## config.mk

```make
export PLATFORM = sky130hd
export DESIGN_NAME = program_loader
export DESIGN_NICKNAME = d
export VERILOG_FILES = /design/src/rtl/program_loader_pkg.sv /design/src/rtl/program_loader_uart_rx.sv /design/src/rtl/program_loader.sv
export SDC_FILE = /design/constraint.sdc
export NUM_CORES = 1
export LEC_CHECK = 0
export ABC_AREA = 1
export CAP_MARGIN = 20
export CELL_PAD_IN_SITES_DETAIL_PLACEMENT = 1
export CELL_PAD_IN_SITES_GLOBAL_PLACEMENT = 2
export CORE_MARGIN = 4
export CORE_UTILIZATION = 34
export CTS_CLUSTER_DIAMETER = 30
export DETAILED_ROUTE_END_ITERATION = 6
export GPL_TIMING_DRIVEN = 0
export PLACE_DENSITY_LB_ADDON = 0.08
export SYNTH_ARGS = -nofsm -noshare
export SYNTH_HDL_FRONTEND = slang
export SYNTH_SLANG_ARGS = --single-unit
```

## constraint.sdc

```tcl
create_clock -name clk -period 5.5 [get_ports clk]
set_clock_uncertainty 0.2 [all_clocks]
set_input_delay 1.1 -clock clk [delete_from_list [all_inputs] [get_ports clk]]
set_output_delay 1.1 -clock clk [all_outputs]
set_load 0.01 [all_outputs]
```

## src/rtl/program_loader_pkg.sv

```systemverilog
// Shared constants and state encoding for the UART program loader.
package program_loader_pkg;
  localparam logic [7:0] HDR_BYTE = 8'hA5;
  localparam int DEFAULT_CLKS_PER_BIT = 868;

  typedef enum logic [2:0] {
    WAIT_HDR,
    GET_CNT,
    GET_DATA,
    GET_CSUM,
    DONE,
    ERROR
  } load_state_t;
endpackage

```

## src/rtl/program_loader_uart_rx.sv

```systemverilog
// 8N1 UART receiver: synchronized input, mid-bit sampling, glitch rejection on the start bit.
module uart_rx
  import program_loader_pkg::*;
#(
  parameter int CLKS_PER_BIT = DEFAULT_CLKS_PER_BIT
) (
  input  logic       clk,
  input  logic       reset,
  input  logic       rx,
  output logic       byte_valid,
  output logic [7:0] byte_data,
  output logic       frame_err
);
  localparam int HALF = CLKS_PER_BIT / 2;

  typedef enum logic [2:0] {RX_IDLE, RX_START, RX_DATA, RX_STOP, RX_WAIT} rx_state_t;

  rx_state_t   state, next;
  logic        sync1, rx_s, rx_d;
  logic [15:0] cnt;
  logic [2:0]  bit_idx;
  logic [7:0]  shreg;
  logic        tick_half, tick_bit;

  assign tick_half = (cnt == 16'(HALF - 1));
  assign tick_bit  = (cnt == 16'(CLKS_PER_BIT - 1));
  assign byte_data = shreg;

  always_comb begin
    next = state;
    case (state)
      RX_IDLE:  if (rx_d && !rx_s) next = RX_START;
      RX_START: if (tick_half) next = rx_s ? RX_IDLE : RX_DATA;
      RX_DATA:  if (tick_bit && bit_idx == 3'd7) next = RX_STOP;
      RX_STOP:  if (tick_bit) next = RX_WAIT;
      // a low stop bit leaves the line low; hold off until it returns high
      RX_WAIT:  if (rx_s) next = RX_IDLE;
      default:  next = RX_IDLE;
    endcase
  end

  always_ff @(posedge clk or posedge reset) begin
    if (reset) begin
      state      <= RX_IDLE;
      sync1      <= 1'b1;
      rx_s       <= 1'b1;
      rx_d       <= 1'b1;
      cnt        <= '0;
      bit_idx    <= '0;
      shreg      <= '0;
      byte_valid <= 1'b0;
      frame_err  <= 1'b0;
    end else begin
      sync1      <= rx;
      rx_s       <= sync1;
      rx_d       <= rx_s;
      state      <= next;
      byte_valid <= 1'b0;
      frame_err  <= 1'b0;
      if (state != next || (state == RX_DATA && tick_bit)) cnt <= '0;
      else cnt <= cnt + 16'd1;
      if (state == RX_DATA && tick_bit) begin
        shreg   <= {rx_s, shreg[7:1]};
        bit_idx <= bit_idx + 3'd1;
      end
      if (state == RX_STOP && tick_bit) begin
        if (rx_s) byte_valid <= 1'b1;
        else frame_err <= 1'b1;
      end
    end
  end
endmodule

```

## src/rtl/program_loader.sv

```systemverilog
// Loads a checksummed instruction image from UART into instruction memory, holding the CPU in reset until done.
module program_loader
  import program_loader_pkg::*;
#(
  parameter int CLKS_PER_BIT = DEFAULT_CLKS_PER_BIT
) (
  input  logic        clk,
  input  logic        reset,
  input  logic        rx,
  output logic        imem_we,
  output logic [31:0] imem_addr,
  output logic [31:0] imem_wdata,
  output logic        cpu_reset,
  output logic        done,
  output logic        error
);
  logic        byte_valid, frame_err;
  logic [7:0]  byte_data;
  load_state_t state, next;
  logic [7:0]  word_count, word_idx, csum;
  logic [1:0]  byte_idx;
  logic [23:0] word_buf;
  logic        word_done;

  uart_rx #(.CLKS_PER_BIT(CLKS_PER_BIT)) u_rx (
    .clk       (clk),
    .reset     (reset),
    .rx        (rx),
    .byte_valid(byte_valid),
    .byte_data (byte_data),
    .frame_err (frame_err)
  );

  assign word_done = byte_valid && (byte_idx == 2'd3);
  assign done      = (state == DONE);
  assign error     = (state == ERROR);
  assign cpu_reset = (state != DONE);

  always_comb begin
    next = state;
    case (state)
      WAIT_HDR: if (byte_valid && byte_data == HDR_BYTE) next = GET_CNT;
      GET_CNT:  if (frame_err) next = ERROR;
                else if (byte_valid) next = GET_DATA;
      // count 0 encodes 256 words: word_count-1 wraps to 255
      GET_DATA: if (frame_err) next = ERROR;
                else if (word_done && word_idx == word_count - 8'd1) next = GET_CSUM;
      GET_CSUM: if (frame_err) next = ERROR;
                else if (byte_valid) next = (byte_data == csum) ? DONE : ERROR;
      DONE:     next = DONE;
      ERROR:    if (byte_valid && byte_data == HDR_BYTE) next = GET_CNT;
      default:  next = WAIT_HDR;
    endcase
  end

  always_ff @(posedge clk or posedge reset) begin
    if (reset) begin
      state      <= WAIT_HDR;
      imem_we    <= 1'b0;
      imem_addr  <= '0;
      imem_wdata <= '0;
      word_count <= '0;
      word_idx   <= '0;
      byte_idx   <= '0;
      csum       <= '0;
      word_buf   <= '0;
    end else begin
      state   <= next;
      imem_we <= 1'b0;
      if ((state == WAIT_HDR || state == ERROR) && next == GET_CNT) begin
        word_idx <= '0;
        byte_idx <= '0;
        csum     <= '0;
      end
      if (state == GET_CNT && byte_valid) word_count <= byte_data;
      if (state == GET_DATA && byte_valid) begin
        csum     <= csum ^ byte_data;
        byte_idx <= byte_idx + 2'd1;
        word_buf <= {word_buf[15:0], byte_data};
        if (byte_idx == 2'd3) begin
          imem_we    <= 1'b1;
          imem_addr  <= {22'd0, word_idx, 2'b00};
          imem_wdata <= {word_buf, byte_data};
          word_idx   <= word_idx + 8'd1;
        end
      end
    end
  end
endmodule

```

* Yosys cells after proc, flatten, opt, wreduce, memory -nomap -nowiden
Cells that the tools add are included.
** Storage, ports and cells
- Register bits after elaboration :: 129
- Bits of input ports :: 3
- Output and inout bits :: 68
- Word-level logic and storage cells :: 91
** Cells by class
- $add $sub $neg :: 5
- Equal/unequal tests :: 19
- Multiplexer cells :: 30
- Bitwise operators :: 1
- Reduce and logical (&&, ||, !) cells :: 18
** Operators by type and width (count)
- 8-bit 2-to-1 mux :: 5
- 3-bit 2-to-1 mux :: 12
- 3-bit one-hot mux with 5 select lines :: 2
- 16-bit by 1-bit adder with 16-bit output, second input constant :: 1
- 16-bit by 10-bit == test with 1-bit output, second input constant :: 1
- 16-bit by 9-bit == test with 1-bit output, second input constant :: 1
- 8-bit == test :: 2
- 16-bit 2-to-1 mux :: 1
- 3-bit by 2-bit == test with 1-bit output, second input constant :: 4
- 3-bit == test, second input constant :: 4
- 1-bit logical AND :: 10
- 3-bit by 1-bit == test with 1-bit output, second input constant :: 3
- 8-bit by 1-bit adder with 8-bit output, second input constant :: 1
- 8-bit == test, second input constant :: 1
- 8-bit by 1-bit subtractor with 8-bit output, second input constant :: 1
- 8-bit bitwise XOR :: 1
- 1-bit 2-to-1 mux :: 7
- 3-bit zero test :: 2
- 2-bit 2-to-1 mux :: 3
- 3-bit by 1-bit adder with 3-bit output, second input constant :: 1
- 3-bit != test :: 1
- 3-bit != test, second input constant :: 1
- 2-bit by 1-bit adder with 2-bit output, second input constant :: 1
- 2-bit == test, second input constant :: 1
- 5 further kinds :: 6

* Logic depth before layout (Yosys ltp)
Gate-level depths: netlist of the first run.
- Word-level depth :: 11
- Mapped depth :: 17
- Depth with buffers taken out :: 16

* Hierarchy
Synthesis of the first run repeated with hierarchy kept, for this count alone.
** Second synthesis, totals
- Cell total of the unflattened synthesis :: 752
- Area total of the unflattened synthesis :: 6329.8 um^2
** By module, submodules not included
- program_loader :: times used 1, cells an instance 541, area an instance 4463.0 um^2, seq. area each 2352.3 um^2
- uart_rx :: times used 1, cells an instance 211, area an instance 1866.8 um^2, seq. area each 879.6 um^2

* Worst setup path after synthesis of the first run
OpenSTA, ideal clock, no wires.
- Path kind :: register -> output
- From :: reg state[0]
- To :: out cpu_reset
- Arrival time :: 877 ps
- Required time :: 4200 ps
- Setup slack :: 3323 ps
- Stages on the path, launching flop included :: 5
- Buffers on the path :: 0
- Path through :: dfrtp_1 nor2_1 inv_1 nor2_1 inv_1
** Between the ends
- Cells in the longest elaborated chain, start to end :: 1
** Ends and longest elaborated chain
- start: declaration :: RTL line program_loader.sv:19 : load_state_t state, next;
- start signal: assignment :: RTL line program_loader.sv:68 : state <= next;
- 3-bit != test :: RTL line program_loader.sv:37 : assign cpu_reset = (state != DONE);
- end: declaration :: RTL line program_loader.sv:13 : output logic cpu_reset,
Every way passes these cells.

* Worst setup path after layout of the first run
- From :: reg state[0]
- To :: out error
** Between the ends
- Cells in the longest elaborated chain, start to end :: 1
** Ends and longest elaborated chain
- 3-bit == test :: RTL line program_loader.sv:36 : assign error = (state == ERROR);
- end: declaration :: RTL line program_loader.sv:15 : output logic error
Every way passes these cells.

==> results of run 1 <==
## layer usage
metal  vias to the layer above  track usage [%]  share of wire [%]
li1                       2397                -                  -
met1                      2394             21.8                 46
met2                        60             28.7                 49
met3                        18             3.72                3.2
met4                         0             5.75                1.2
met5                         -                0                  0
## metrics by stage
stage                     hold WS [ps]  instance area [sq um]  setup slack [ps]  util (%)
after floorplan                    145                   6270               764         -
after global placement             148                   7010             -1220      39.2
after detailed placement           148                   7050              2860      39.4
after CTS                          160                   7700              2380      43.0
after global routing               165                   7700              2250      43.0
final                              157                   7700              2390      43.0
## synth_stat cells
cell type / number / area (sq um)
a21oi_1: 6 / 30.0
a21oi_2: 1 / 8.76
a311oi_1: 1 / 8.76
and3_1: 1 / 6.26
buf_1: 1 / 3.75
buf_12: 1 / 20.0
buf_2: 5 / 25.0
buf_4: 24 / 180
buf_6: 1 / 11.3
clkbuf_1: 11 / 41.3
clkinv_1: 2 / 7.51
conb_1: 1 / 3.75
dfrtp_1: 126 / 3150
dfstp_2: 3 / 78.8
ha_1: 7 / 87.6
inv_1: 59 / 221
inv_2: 11 / 41.3
mux2_2: 2 / 22.5
nand2_1: 194 / 728
nand2_2: 5 / 31.3
nand2_4: 4 / 45.0
nand3_1: 40 / 200
nand3_2: 2 / 20.0
nand4_1: 6 / 37.5
nand4_4: 1 / 21.3
nor2_1: 58 / 218
nor2_2: 5 / 31.3
nor2_4: 13 / 146
nor2_8: 1 / 20.0
nor3_1: 4 / 20.0
nor3_2: 2 / 20.0
nor4_1: 1 / 6.26
o2111ai_1: 1 / 8.76
o21ai_0: 81 / 405
o21ai_1: 3 / 15.0
o21bai_1: 1 / 7.51
o31ai_1: 1 / 7.51
or2_2: 5 / 31.3
xnor2_1: 9 / 78.8
xnor2_2: 1 / 16.3
xor2_1: 13 / 114
## cells by family (layout without fill, tap and decap cells)
| logic type | Yosys count | after routing | share of synthesized area (%) |
|---|---|---|---|
| other cells | 1 | 24 | 0.0607 |
| mux | 2 | 2 | 0.364 |
| xor+xnor | 23 | 23 | 3.38 |
| compound gates | 95 | 95 | 7.96 |
| fa+ha+maj | 7 | 7 | 1.42 |
| buf+inv | 115 | 194 | 8.93 |
| flops | 129 | 129 | 52.3 |
| simple gates | 342 | 342 | 25.6 |
## power by group through the flow
stage	logic [mW]	clock network, mW	registers [mW]
final	0.140	1.26	0.984
after global routing	0.159	1.35	0.986
after CTS	0.143	1.30	0.984
after detailed placement	0.143	0	1.00
after global placement	0.137	0	1.00
after floorplan	0.117	0	0.997
## registers in the layout, indices dropped and copies added (netlist names), 3 cells and up
name / count
csum: 8
imem_addr: 8
imem_wdata: 32
state: 3
u_rx.bit_idx: 3
u_rx.byte_data: 8
u_rx.cnt: 16
u_rx.state: 3
word_buf: 24
word_count: 8
word_idx: 8
## worst paths after layout
kind	from	end	slack [ps]	cells past startpoint
max	state[0]	error	2390	5
min in group asynchronous	reset	u_rx.cnt[10]	840	2
min reg2reg	u_rx.sync1	u_rx.rx_s	160	0
max in group asynchronous	reset	u_rx.sync1	3470	3
max reg2reg	word_count[0]	word_idx[1]	3060	17
min	u_rx.sync1	u_rx.rx_s	160	0
## area by class of cell
cell class	count	area, sq um
Sequential cell	129	3230
Multi-Input combinational cell	493	2480
Clock inverter	15	230
Fill cell	2105	10200
Inverter	72	275
Clock buffer	17	425
Timing Repair Buffer	47	488
Buffer	43	282
Tap cell	229	287
==> impl_metrics.yaml, run 1 <==
status:
  status: "finished clean"
timing:
  slew_viol_final: 0
  worstMarginPinSlew_ps: 603
  hold_viol_final: 0
  slew_headroom_pct: 59.8
  rsz0062_at_grt: "no"
  fin_tns_setup_ps: 0
  post-route-min-period_ps: 3110
  timing.final.crit_share_pct: 56.6
  fmax_mhz: 321
  finalSetupViolations: 0
clock_tree:
  clock_path_buffers: 2
  ctsHtreeMaxLevel: 4
  clock_latency_ps: 430
  cts_tree: "done"
  cts-root-buf: "clkbuf_16"
  cts_buffers: 17
  cts_setup_buffers: 0
  ctsResizeCount: 0
  clk_pin_slew_ps: 60
  clock-sinks: 129
  cts_hold_buf: 0
worst_setup_path:
  end_kind: "primary output"
  cp_slowest_cell: "clkdlybuf4s50_1"
  arrival_ps: 1810
  worstPathRequired_ps: 4200
  critical_path.top_delay_family: "buffers and inverters"
  critPathKind: "register to primary output"
  crit_path_max_incr_delay_ps: 540
  critPathBufInv: 3
  cp_cell_sequence: "inv_2 -> nor2_1 -> nand2_1 -> inv_1 -> clkdlybuf4s50_1"
  critPathLaunchType: "register"
  cp_max_fo: 5
grt:
  grt_use_total_pct: 17.1
  grt_pass1_vias: 5260
  grt_pass1_wl_um: 27200
  antenna_found_initial: 0
  grt_max_degree: 97
  grt-ovfl-total: 0
floorplanning:
  die_area_sq_mm: 0.0204
  rows: 49
  start_util_pct: 34.5
  io_pins: 71
  die_w_um: 143
  dieHeight_um: 143
  coreArea_sq_mm: 0.0179
pwr:
  switching_power_mw: 0.561
  switching_share_pct: 23.5
  p_comb_share_pct: 5.8
  finalPower_mw: 2.39
  p_clk_share_pct: 52.9
  p_seq_share_pct: 41.2
  p_int_mw: 1.83
  vdd_drop_max_uv: 219
  power_leakage_nw: 3.66
  power_density_mw_per_mm2: 310
cells_and_area:
  fin_cells: 1045
  drive_gt1_share_pct: 14.8
  final_nets: 813
  insertedDiodeCount: 0
  final_common_cell: "nand2_1"
  layout_common_cells: "nand2_1 (194), dfrtp_1 (126), o21ai_0 (81)"
  syn_to_final_growth_pct: 24.6
drt:
  ant_nets: 0
  remaining_drc_errors: 0
  drt_wl_total_um: 16000
  first_pass_iters: 4
  via_per_inst: 4.66
  num_vias: 4869
  drt_iter0_drc: 164
  detail_route.wl_per_cell_um: 15.4
synthesis:
  synth_warnings: 0
  ys_types: 41
  yosysSeqAreaShare_pct: 52.3
  synth_area_sq_mm: 0.00618
  synth_seq_cells: 129
  syn_inst: 714
  syn_avg_cell_area_sq_um: 8.66
placed_design:
  place_hpwl_um: 11900
  gp_congestion: 0.797
  dp_cells: 1013
  numPortBuffers: 46
hold_path:
  hp-class: "register to register"
run:
  maxCapViolCount: 0
(Power assumes the default switching activity.)
==> run 2: changes to the inputs <==
==> constraint.sdc (replaced) <==
create_clock -name clk -period 2.9 [get_ports clk]
set_clock_uncertainty 0.2 [all_clocks]
set_input_delay 0.58 -clock clk [delete_from_list [all_inputs] [get_ports clk]]
set_output_delay 0.58 -clock clk [all_outputs]
set_load 0.01 [all_outputs]
==> impl_metrics.yaml, run 2 (synthesis results as in run 1) <==
floorplanning:
  coreArea_sq_mm: 0.0179
  rows: 49
  die_w_um: 143
  io_pins: 71
  start_util_pct: 34.5
  dieHeight_um: 143
  die_area_sq_mm: 0.0204
pwr:
  finalPower_mw: 4.40
  p_seq_share_pct: 42.5
  switching_share_pct: 22.6
  vdd_drop_max_uv: 428
  p_int_mw: 3.41
  switching_power_mw: 0.994
  power_leakage_nw: 3.66
  power_density_mw_per_mm2: 572
  p_comb_share_pct: 6.3
  p_clk_share_pct: 51.2
clock_tree:
  cts_setup_buffers: 0
  ctsResizeCount: 0
  clk_pin_slew_ps: 60
  clock-sinks: 129
  cts_tree: "done"
  cts-root-buf: "clkbuf_16"
  ctsHtreeMaxLevel: 4
  clock_latency_ps: 420
  cts_buffers: 17
  clock_path_buffers: 2
  cts_hold_buf: 0
cells_and_area:
  final_common_cell: "nand2_1"
  insertedDiodeCount: 0
  fin_cells: 1046
  drive_gt1_share_pct: 14.8
  syn_to_final_growth_pct: 24.5
  layout_common_cells: "nand2_1 (194), dfrtp_1 (126), o21ai_0 (81)"
  largest_reg_flops: 32
  reg.largest.list: "imem_wdata: 32 flops, word_buf: 24 flops, u_rx.cnt: 16 flops"
  final_nets: 815
  top_register: "imem_wdata"
drt:
  ant_nets: 0
  detail_route.wl_per_cell_um: 15.3
  remaining_drc_errors: 0
  via_per_inst: 4.64
  drt_wl_total_um: 16000
  first_pass_iters: 4
  drt_iter0_drc: 163
  num_vias: 4854
placed_design:
  numPortBuffers: 46
  gp_congestion: 0.823
  place_hpwl_um: 12100
  dp_cells: 1015
worst_setup_path:
  arrival_ps: 1790
  cp_max_fo: 5
  critPathKind: "register to primary output"
  critPathLaunchType: "register"
  r2r-end: "byte_idx[0]"
  end_kind: "primary output"
  worst-r2r-cell-count: 17
  ff2ff_setup_slack_ps: 450
  worstPathRequired_ps: 2120
  reg2reg_from: "word_count[0]"
  crit_path_start: "state[0]"
timing:
  worstMarginPinSlew_ps: 664
  fin_tns_setup_ps: 0
  hold_viol_final: 0
  fmax_mhz: 390
  timing.final.crit_share_pct: 88.5
  finalSetupViolations: 0
  whs_ps: 157
  slew_viol_final: 0
  rsz0062_at_grt: "no"
  slew_headroom_pct: 55.6
  post-route-min-period_ps: 2570
grt:
  grt_use_total_pct: 16.7
  grt-ovfl-total: 0
  antenna_found_initial: 0
  grt_pass1_vias: 5168
  grt_max_degree: 40
  grt_pass1_wl_um: 26900
run:
  maxCapViolCount: 0
status:
  status: "finished clean"
hold_path:
  hold_path_end: "u_rx.rx_s"
  hold_depth: 0
  hp-class: "register to register"
  hp-start: "u_rx.sync1"
## run 2: final cells by class
cell class	count	area, sq um
Multi-Input combinational cell	493	2480
Clock buffer	20	457
Timing Repair Buffer	49	520
Inverter	72	274
Fill cell	2119	10200
Buffer	43	282
Sequential cell	129	3230
Tap cell	229	287
Clock inverter	11	161
## run 2: critical path, stage by stage, from the launching register on
cell and delay (ps):
dfrtp_1 460, inv_2 100, nor2_1 90, nand2_1 90
inv_1 90, clkdlybuf4s50_1 530
## run 2: metal layers
layer  share of wire, %  track usage [%]
met1                 47             21.9
met2                 49             28.3
met3                2.7             3.05
met4               0.93             4.65
met5                  0                0
## run 2: power by group through the flow
stage | logic (mW) | registers (mW) | clock network (mW)
2_1_floorplan | 0.222 | 1.89 | 0
3_3_place_gp | 0.264 | 1.90 | 0
3_5_place_dp | 0.281 | 1.90 | 0
4_1_cts | 0.283 | 1.87 | 2.31
5_1_grt | 0.316 | 1.87 | 2.39
6_report | 0.277 | 1.87 | 2.25
## run 2: worst max-delay path by stage
stage | slack, ps | cells past startpoint | to
after detailed placement | 400 | 7 | u_rx.byte_data[1]
final | 330 | 5 | error
after global placement | -730 | 2 | state[2]
after floorplan | 530 | 1 | byte_idx[0]
after CTS | 320 | 4 | done
after global routing | 180 | 6 | u_rx.byte_data[6]
## run 2: stage by stage
step	setup WS [ps]	area [sq um]	util (%)
final	334	7700	43.0
after global placement	-731	7020	39.2
after floorplan	527	6270	-
after global routing	178	7700	43.0
after detailed placement	395	7080	39.5
after CTS	318	7700	43.0
